### config.mk
export PLATFORM = sky130hd
export DESIGN_NAME = i2c_slave
export DESIGN_NICKNAME = d
export VERILOG_FILES = /design/src/rtl/i2c_slave.sv
export SDC_FILE = /design/constraint.sdc
export NUM_CORES = 1
export LEC_CHECK = 0
export ABC_AREA = 1
export BUFFER_PORTS_ARGS = -buffer_cell sky130_fd_sc_hd__clkbuf_2
export CAP_MARGIN = 30
export CORE_ASPECT_RATIO = 1.75
export CORE_MARGIN = 2
export CORE_UTILIZATION = 60
export CTS_BUF_LIST = sky130_fd_sc_hd__clkbuf_8
export DETAILED_ROUTE_END_ITERATION = 12
export PLACE_DENSITY_LB_ADDON = 0.12
export SKIP_LAST_GASP = 1
export SLEW_MARGIN = 20
export SYNTH_ARGS = -nofsm -noshare
export SYNTH_HDL_FRONTEND = slang
export SYNTH_SLANG_ARGS = --single-unit
### constraint.sdc
create_clock -name clk -period 2.4 [get_ports clk]
set_input_delay 0.36 -clock clk [delete_from_list [all_inputs] [get_ports clk]]
set_output_delay 0.36 -clock clk [all_outputs]
set_load 0.02 [all_outputs]
### src/rtl/i2c_slave.sv
// I2C slave with 8-bit register pointer: the first write byte sets the pointer,
// later bytes write at the pointer and reads stream from it, both auto-incrementing.
module i2c_slave #(
  parameter logic [6:0] ADDR = 7'h58
) (
  input  logic       clk,
  input  logic       reset,
  input  logic       scl,
  input  logic       sda_in,
  output logic       sda_oe,
  output logic [7:0] reg_addr,
  output logic [7:0] reg_wdata,
  output logic       reg_we,
  input  logic [7:0] reg_rdata,
  output logic       busy
);

  typedef enum logic [2:0] {
    ST_IDLE,
    ST_ADDR,
    ST_ADDR_ACK,
    ST_WR_BYTE,
    ST_WR_ACK,
    ST_RD_BYTE,
    ST_RD_ACK,
    ST_WAIT
  } state_t;

  logic [1:0] scl_sync, sda_sync;
  logic       scl_d, sda_d;
  logic       scl_s, sda_s;
  logic       scl_rise, scl_fall, start_det, stop_det;

  always_ff @(posedge clk or negedge reset) begin
    if (!reset) begin
      scl_sync <= '1;
      sda_sync <= '1;
      scl_d    <= 1'b1;
      sda_d    <= 1'b1;
    end else begin
      scl_sync <= {scl_sync[0], scl};
      sda_sync <= {sda_sync[0], sda_in};
      scl_d    <= scl_sync[1];
      sda_d    <= sda_sync[1];
    end
  end

  assign scl_s     = scl_sync[1];
  assign sda_s     = sda_sync[1];
  assign scl_rise  = scl_s & ~scl_d;
  assign scl_fall  = ~scl_s & scl_d;
  assign start_det = scl_s & scl_d & sda_d & ~sda_s;
  assign stop_det  = scl_s & scl_d & ~sda_d & sda_s;

  state_t     state, state_n;
  logic [3:0] cnt, cnt_n;
  logic [6:0] shift, shift_n;
  logic       oe_q, oe_n;
  logic [7:0] ptr, ptr_n;
  logic [7:0] wdata, wdata_n;
  logic       we_q, we_n;
  logic       busy_q, busy_n;
  logic       first, first_n;
  logic       rw, rw_n;
  logic       acked, acked_n;
  logic [7:0] byte_in;

  assign byte_in = {shift, sda_s};

  always_ff @(posedge clk or negedge reset) begin
    if (!reset) begin
      state  <= ST_IDLE;
      cnt    <= '0;
      shift  <= '0;
      oe_q   <= 1'b0;
      ptr    <= '0;
      wdata  <= '0;
      we_q   <= 1'b0;
      busy_q <= 1'b0;
      first  <= 1'b0;
      rw     <= 1'b0;
      acked  <= 1'b0;
    end else begin
      state  <= state_n;
      cnt    <= cnt_n;
      shift  <= shift_n;
      oe_q   <= oe_n;
      ptr    <= ptr_n;
      wdata  <= wdata_n;
      we_q   <= we_n;
      busy_q <= busy_n;
      first  <= first_n;
      rw     <= rw_n;
      acked  <= acked_n;
    end
  end

  always_comb begin
    state_n = state;
    cnt_n   = cnt;
    shift_n = shift;
    oe_n    = oe_q;
    ptr_n   = ptr;
    wdata_n = wdata;
    we_n    = 1'b0;
    busy_n  = busy_q;
    first_n = first;
    rw_n    = rw;
    acked_n = acked;

    // Pointer advances the cycle after the write strobe so the strobe sees the old address
    if (we_q) ptr_n = ptr + 8'd1;

    if (stop_det) begin
      state_n = ST_IDLE;
      cnt_n   = '0;
      oe_n    = 1'b0;
      busy_n  = 1'b0;
      acked_n = 1'b0;
    end else if (start_det) begin
      state_n = ST_ADDR;
      cnt_n   = '0;
      oe_n    = 1'b0;
      busy_n  = 1'b0;
      acked_n = 1'b0;
    end else begin
      case (state)
        ST_ADDR: begin
          if (scl_rise) begin
            shift_n = byte_in[6:0];
            cnt_n   = cnt + 4'd1;
            if (cnt == 4'd7) begin
              cnt_n = '0;
              rw_n  = byte_in[0];
              if (byte_in[7:1] == ADDR) begin
                state_n = ST_ADDR_ACK;
                busy_n  = 1'b1;
              end else begin
                state_n = ST_WAIT;
              end
            end
          end
        end
        // oe_q tells the fall that starts the ACK slot from the one that ends it
        ST_ADDR_ACK: begin
          if (scl_fall) begin
            if (!oe_q) begin
              oe_n = 1'b1;
            end else if (rw) begin
              state_n = ST_RD_BYTE;
              shift_n = reg_rdata[6:0];
              oe_n    = ~reg_rdata[7];
              cnt_n   = 4'd1;
            end else begin
              state_n = ST_WR_BYTE;
              oe_n    = 1'b0;
              first_n = 1'b1;
              cnt_n   = '0;
            end
          end
        end
        ST_WR_BYTE: begin
          if (scl_rise) begin
            shift_n = byte_in[6:0];
            cnt_n   = cnt + 4'd1;
            if (cnt == 4'd7) begin
              cnt_n   = '0;
              state_n = ST_WR_ACK;
              if (first) begin
                ptr_n   = byte_in;
                first_n = 1'b0;
              end else begin
                wdata_n = byte_in;
                we_n    = 1'b1;
              end
            end
          end
        end
        ST_WR_ACK: begin
          if (scl_fall) begin
            if (!oe_q) begin
              oe_n = 1'b1;
            end else begin
              oe_n    = 1'b0;
              state_n = ST_WR_BYTE;
            end
          end
        end
        ST_RD_BYTE: begin
          if (scl_fall) begin
            if (cnt == 4'd8) begin
              oe_n    = 1'b0;
              acked_n = 1'b0;
              state_n = ST_RD_ACK;
            end else begin
              oe_n    = ~shift[6];
              shift_n = {shift[5:0], 1'b0};
              cnt_n   = cnt + 4'd1;
            end
          end
        end
        ST_RD_ACK: begin
          if (scl_rise) begin
            if (!sda_s) begin
              ptr_n   = ptr + 8'd1;
              acked_n = 1'b1;
            end else begin
              state_n = ST_WAIT;
              busy_n  = 1'b0;
              oe_n    = 1'b0;
            end
          end else if (scl_fall && acked) begin
            state_n = ST_RD_BYTE;
            shift_n = reg_rdata[6:0];
            oe_n    = ~reg_rdata[7];
            cnt_n   = 4'd1;
            acked_n = 1'b0;
          end
        end
        default: ;
      endcase
    end
  end

  // Detected START/STOP releases the line in the same cycle, ahead of the register
  assign sda_oe    = oe_q & ~(start_det | stop_det);
  assign reg_addr  = ptr;
  assign reg_wdata = wdata;
  assign reg_we    = we_q;
  assign busy      = busy_q;

endmodule

**Word-level counts from Yosys, hierarchy flattened**

Cells that the tools add are included.

- Register bits: 42
- Output and inout bits: 19
- Word-level logic and storage cells: 182
- Bits of input ports: 12

- Equality and inequality tests: 40
- Bitwise logic cells: 19
- Mux-type cells: 88
- Reductions and logical operators: 18
- Add/subtract/negate cells: 2

Operator list:

| kind | number |
|---|---|
| two-way mux 8 bit | 8 |
| != test 4 bit (second input constant) | 16 |
| two-way mux 7 bit | 8 |
| two-way mux 3 bit | 17 |
| two-way mux 4 bit | 10 |
| two-way mux 1 bit | 37 |
| one-hot mux 7 bit (4 select lines) | 1 |
| != test 2 bit (second input constant) | 10 |
| one-hot mux 3 bit (6 select lines) | 1 |
| AND reduction 6 bit | 3 |
| one-hot mux 4 bit (4 select lines) | 1 |
| one-hot mux 8 bit (2 select lines) | 1 |
| AND reduction 8 bit | 2 |
| != test 5 bit (second input constant) | 3 |
| AND reduction 13 bit | 1 |
| nonzero test 4 bit | 3 |
| nonzero test 6 bit | 2 |
| AND reduction 11 bit | 1 |
| NOT 1 bit | 10 |
| AND reduction 5 bit | 2 |
| equality test 3 bit (second input constant) | 3 |
| adder 8 x 1 -> 8 bit (second input constant) | 1 |
| bitwise AND 1 bit | 8 |
| nonzero test 8 bit | 1 |
| other kinds (14) | 17 |

**Longest topological paths before layout**

Gate-level depths: netlist (run 1).

- Depth in word-level cells: 8
- Mapped depth: 13
- Depth with buffers taken out: 12

**Worst setup path before layout (run 1)**

No wires, ideal clock.

- Kind: reg2out
- Start: register sda_sync[1]
- End: output port sda_oe
- Arrival: 1.263 ns
- Cell stages (with the launch flop): 6
- Setup slack: 0.777 ns
- Buffers on the path: 1
- Required time: 2.040 ns
- Cells stage by stage: dfstp_2 inv_2 nand4_1 nand2_2 buf_6 nor2_1

- Word-level cells in the longest chain between the ends: 5
- Elaborated cells on any way between the ends: 6
- Classes of those cells: bitwise (6)

RTL lines:

| item | line | source |
|---|---|---|
| start: declaration | 29 | `logic [1:0] scl_sync, sda_sync;` |
| start signal: assignment | 42 | `sda_sync <= {sda_sync[0], sda_in};` |
| NOT 1 bit | 52 | `assign start_det = scl_s & scl_d & sda_d & ~sda_s;` |
| bitwise AND 1 bit | 52 |  |
| bitwise OR 1 bit (*) | 226 | `assign sda_oe = oe_q & ~(start_det \| stop_det);` |
| NOT 1 bit (*) | 226 |  |
| bitwise AND 1 bit (*) | 226 |  |
| end: declaration | 10 | `output logic sda_oe,` |

Mark *: on every way between the ends. The rest lies on a longest branch, timed or not.

**Final worst setup path (run 1)**

Same ends and word-level chain as after synthesis.

==> impl_results.md, run 1 <==
* Area contributors post-synth: dfrtp_1 (32%), nand2_1 (14%), dfstp_2 (5.6%)
* Core area at 4580 um2
* IO Pins at 31
* Synthesized flop and latch total at 42
* PD cells at 1040 nW/um2
* MaxCap Viol Count at 0
* Outcome: complete, no violations
* Synth top cells by count: nand2_1 (106), dfrtp_1 (36), inv_1 (34)
* Post-Synthesis Cells at 378
* GRT Resource Usage Total at 0.277
* Hold crit path type: in -> reg
* Most common cell in the netlist: nand2_1
* Final setup violation count at 0
* TritonCTS clock tree: yes
* Synth Warn # at 0
* Die width at 55.8 um
* Layout cells sized above 1 at 0.260
* Hold buffers post-CTS at 1
* Row cnt at 33
* 1st-iter DRT viols at 104
* Worst EP required at 2040 ps
* Global route overflow at 0
* Clk_lat worst skew at 300 ps
* HPWL after DPL at 5340 um
* Synthesis-to-layout area growth at 8.92%
* Crit path arrival time at 1820 ps
* Vias in the first global route at 2413
* Async SR Flop Fraction at 1.00
* Final core utilization at 0.670
* N_diodes at 0
* Unique cell type count in the Yosys netlist at 37
* Gpl congestion at 0.948
* First-pass GRT wire length at between 10000 and 15000 um
* Routed len/inst at 15.1 um
* P_leak at 1.54 nW
* Primary FF master, synth: dfrtp_1
* Clk slew on worst S/H paths at 90 ps
* Placed Cells at 451
* Starting Density at 0.615
* Final Critical Period at 2180 ps
* Die height at 94.7 um
* Worst Max-Slew Pin Slew at 591 ps
* Unrepaired setup endpoints after global routing: false
* Fin area at 3070 um2
* CTS Buf Count at 5
* Slew Limit Headroom at 0.606
* CTS max path bufs at 2
* DRC Markers at 0
* DRT Pass-1 Iters at 4
* Max FO, Critical Path at 14
* PortBufs at 30
* Largest net degree at the start of global routing at 19
* Yosys top cell area share at 0.320
* Fin. Hold Viols at 0
* Syn_nets at 393
* Crit. End Element: output port
* Clk_skew at 9.36 ps
* Post-synthesis sequential area ratio at 0.375
* Post-route ant nets at 0
* DP Area at 2970 um2
* Yosys top cell by area: dfrtp_1
* Startpoint Class: register
* Non-Filler Instances at 460
* Setup_tns at 0 ps
* Root buffer cell: clkbuf_8
* Crit Path Category: reg -> out
* Worst vdd ir at 0.000796 V
* Sink Count at 42
* Nets at 422
* Fmax at 0.459 GHz
* Tcrit/Tclk final at 0.907
* Depth of the CTS H-tree at 2
* Vias post-DR at between 2000 and 3000
* Quantity of gates resized following cts at 0
* Initial antenna violation count at 0
* Syn_area_per_cell at ~7.5 um2
* Max-slew violation count at 0
* Vias/cell at ~5.5
* Fin Hold WS at 127 ps
* Die area at 5280 um2
* Post-synth EDFFs at 0
* Total Routed Length at 6930 um
* Syn Std Cell Area at around 2800 um2
* Post CTS Setup Buffer Count at 0
-- area by class of cell --
type	instances	area [um2]
timing repair buffer	33	175
sequential	42	1060
tap	52	65.1
multi-input combinational	280	1510
fill	443	1510
clock buffer	5	68.8
clock inverter	3	23.8
inverter	45	170
-- flip-flops by register name, summed over array words and instances (netlist names), 2 cells and up --
name / flops
reg_addr: 8
reg_wdata: 8
shift: 7
cnt: 4
state: 3
scl_sync: 2
sda_sync: 2
-- worst paths after layout --
check	start	end	slack, ps	depth (start not counted)
min in group asynchronous	reset	reg_wdata[3]$_DFFE_PN0P_	430	2
hold reg to reg	sda_sync[0]$_DFF_PN1_	sda_sync[1]$_DFF_PN1_	360	0
max in group asynchronous	reset	scl_sync[0]$_DFF_PN1_	1420	3
hold / removal	sda_in	sda_sync[0]$_DFF_PN1_	130	1
setup / recovery	sda_sync[1]$_DFF_PN1_	sda_oe	220	5
setup reg to reg	state[0]$_DFFE_PN0P_	shift[2]$_DFFE_PN0P_	400	9
-- placed cells by master (no fill, tap or decap), types with 7 or more instances in the layout --
cell type / netlist / final
nor2_1: 27 / 27
clkbuf_2: 0 / 30
a21oi_1: 11 / 11
nand4_1: 7 / 7
nand3_1: 22 / 22
dfrtp_1: 36 / 36
o21ai_2: 16 / 16
inv_1: 34 / 34
inv_2: 10 / 10
nand2_2: 13 / 13
nand2_1: 106 / 106
o21ai_0: 19 / 19
-- metal layers --
metal | wire [um] | track usage
met1 | 2750 | 0.308
met2 | 3700 | 0.517
met3 | 195 | 0.0260
met4 | 287 | 0.145
met5 | 0 | 0
-- logic make-up (layout without fill, tap and decap cells) --
logic type                 Yosys count  in the layout  share of synthesized area
AOI/OAI and AO/OA                   68             68                      0.155
DFF                                 42             42                      0.375
buffers and inverters               56             86                     0.0892
muxes                                1              1                    0.00355
xor gates and xnor gates             6              6                     0.0186
and+or+nand+nor                    202            202                      0.345
adders and majority gates            3              3                     0.0133
-- report_power, final --
group | total, mW | internal, mW | switching, mW
Clock | 0.486 | 0.208 | 0.278
Combinational | 1.68 | 0.529 | 1.15
Sequential | 1.04 | 0.864 | 0.173
Total | 3.20 | 1.60 | 1.60
-- per-stage QoR --
stage          total power [mW]  setup slack (ps)
4_1_cts                    3.20               236
6_report                   3.20               222
3_3_place_gp               2.70               448
3_5_place_dp               2.71               434
5_1_grt                    3.46               178
2_1_floorplan              2.37               777
-- critical path, stage by stage (launching register included) --
cell	delay, ps
dfstp_2	610
inv_2	120
nand4_1	210
nand2_2	250
nor2_1	150
clkbuf_2	180
(Power assumes the default switching activity.)
==> inputs of run 2 (changes only) <==
--- a/config.mk
+++ b/config.mk
@@ -10,7 +10,7 @@
 export CAP_MARGIN = 30
 export CORE_ASPECT_RATIO = 1.75
 export CORE_MARGIN = 2
-export CORE_UTILIZATION = 60
+export CORE_UTILIZATION = 50
 export CTS_BUF_LIST = sky130_fd_sc_hd__clkbuf_8
 export DETAILED_ROUTE_END_ITERATION = 12
 export PLACE_DENSITY_LB_ADDON = 0.12
==> run 2 against run 1 <==
Power increased by 2.1%. First-iteration DRC count increased by 29%. Die area increased by 19%. Clock-buffer cell count unchanged. Setup slack got worse by 15 ps. Utilization decreased by 11 points. Clock skew about the same. Critical endpoint unchanged. Hold slack got worse by 3.8 ps.
==> impl_results.md, run 2 (same netlist as run 1, synthesis figures left out) <==
* Outcome: complete, no violations
* TritonCTS clock tree: yes
* Core area at 5500 um2
* Total Routed Length at 7000 um
* Tcrit/Tclk final at 0.914
* Fmax at between 0.4 and 0.5 GHz
* Crit Path Category: reg -> out
* Crit path arrival time at ~1800 ps
* Worst EP required at 2040 ps
* Row cnt at 36
* DP Area at 2990 um2
* Die area at 6280 um2
* Global route overflow at 0
* HPWL after DPL at 5370 um
* Max FO, Critical Path at 14
* Clk slew on worst S/H paths at 90 ps
* Routed len/inst at between 10 and 15 um
* Initial antenna violation count at 0
* DRC Markers at 0
* Clk_skew at 9.63 ps
* Fin area at 3100 um2
* Unrepaired setup endpoints after global routing: false
* Starting Density at 0.513
* Gpl congestion at 0.928
* Final setup violation count at 0
* Final Critical Period at 2190 ps
* Die height at 103 um
* Root buffer cell: clkbuf_8
* Commonest non-fill, non-tap cell in the layout: nand2_1
* Nets at 420
* Depth of the CTS H-tree at 2
* 1st-iter DRT viols at 134
* IO Pins at 31
* Vias/cell at 5.29
* Layout cells sized above 1 at 0.259
* Hold buffers post-CTS at 0
* Clk_lat worst skew at 300 ps
* Sink Count at 42
* N_diodes at 0
* Vias in the first global route at 2405
* GRT Resource Usage Total at 0.244
* Max-slew violation count at 0
* Quantity of gates resized following cts at 0
* Post-route ant nets at 0
* First-pass GRT wire length at 11400 um
* Setup_tns at 0 ps
* PortBufs at 30
* Hold crit path type: in -> async
* Crit. End Element: output port
* Worst r2r src: scl_d$_DFF_PN1_
* CTS max path bufs at 2
* Commonest cells after routing, fill and taps aside: nand2_1 (106), dfrtp_1 (36), inv_1 (34), clkbuf_2 (30), nor2_1 (27)
* Die width at 60.8 um
* Vias post-DR at around 2500
* MaxCap Viol Count at 0
* DRT Pass-1 Iters at 4
* PD cells at 1050 nW/um2
* Post CTS Setup Buffer Count at 0
* CTS Buf Count at 5
* Largest net degree at the start of global routing at 43
* Startpoint Class: register
* Slew Limit Headroom at 0.628
* Fin. Hold Viols at 0
* Synthesis-to-layout area growth at 10.1%
* Worst Max-Slew Pin Slew at about 560 ps
* Crit path from: sda_sync[1]$_DFF_PN1_
* Worst vdd ir at 0.000614 V
* P_leak at approximately 1.6 nW
[run 2: power breakdown]
part | switching, mW | internal (mW) | leakage [nW] | total (mW)
logic | 1.13 | 0.527 | 0.953 | 1.66
registers | 0.168 | 0.864 | 0.541 | 1.03
clock network | 0.263 | 0.312 | 0.0585 | 0.576
[run 2: final timing paths]
check / end / slack (ps) / cells after the start
min in group clk: sda_sync[0]$_DFF_PN1_ / 140 / 1
max in group asynchronous: sda_d$_DFF_PN1_ / 1900 / 2
worst max register to register: busy$_DFFE_PN0P_ / 410 / 9
worst min-delay path: reg_wdata[6]$_DFFE_PN0P_ / 120 / 2
worst max-delay path: sda_oe / 210 / 5
worst min register to register: sda_sync[1]$_DFF_PN1_ / 360 / 0
[run 2: worst max-delay path, stage by stage (launching register included)]
cell      delay (ps)
dfstp_2          600
inv_2            120
nand4_1          230
nand2_2          260
nor2_1           150
clkbuf_2         180
[run 2: cell type report]
cell class / instances / area [um2]
Fill cell: 577 / 2390
Multi-Input combinational cell: 280 / 1510
Sequential cell: 42 / 1060
Inverter: 45 / 170
Timing Repair Buffer: 31 / 158
Tap cell: 76 / 95.1
Clock buffer: 5 / 68.8
Clock inverter: 3 / 43.8
[run 2: through the flow]
stage	setup slack [ps]	power (mW)	util	instances	hold WS (ps)
2_1_floorplan	777	2.37	-	378	64.4
3_3_place_gp	454	2.70	0.544	474	346
3_5_place_dp	430	2.72	0.544	474	347
4_1_cts	203	3.29	0.565	482	131
5_1_grt	116	3.56	0.565	482	126
6_report	207	3.27	0.565	482	123
[run 2: layer usage]
layer	part of all wire	global-route usage
met4	0.044	0.147
met2	0.53	0.427
met3	0.034	0.0348
met1	0.39	0.270
met5	0	0
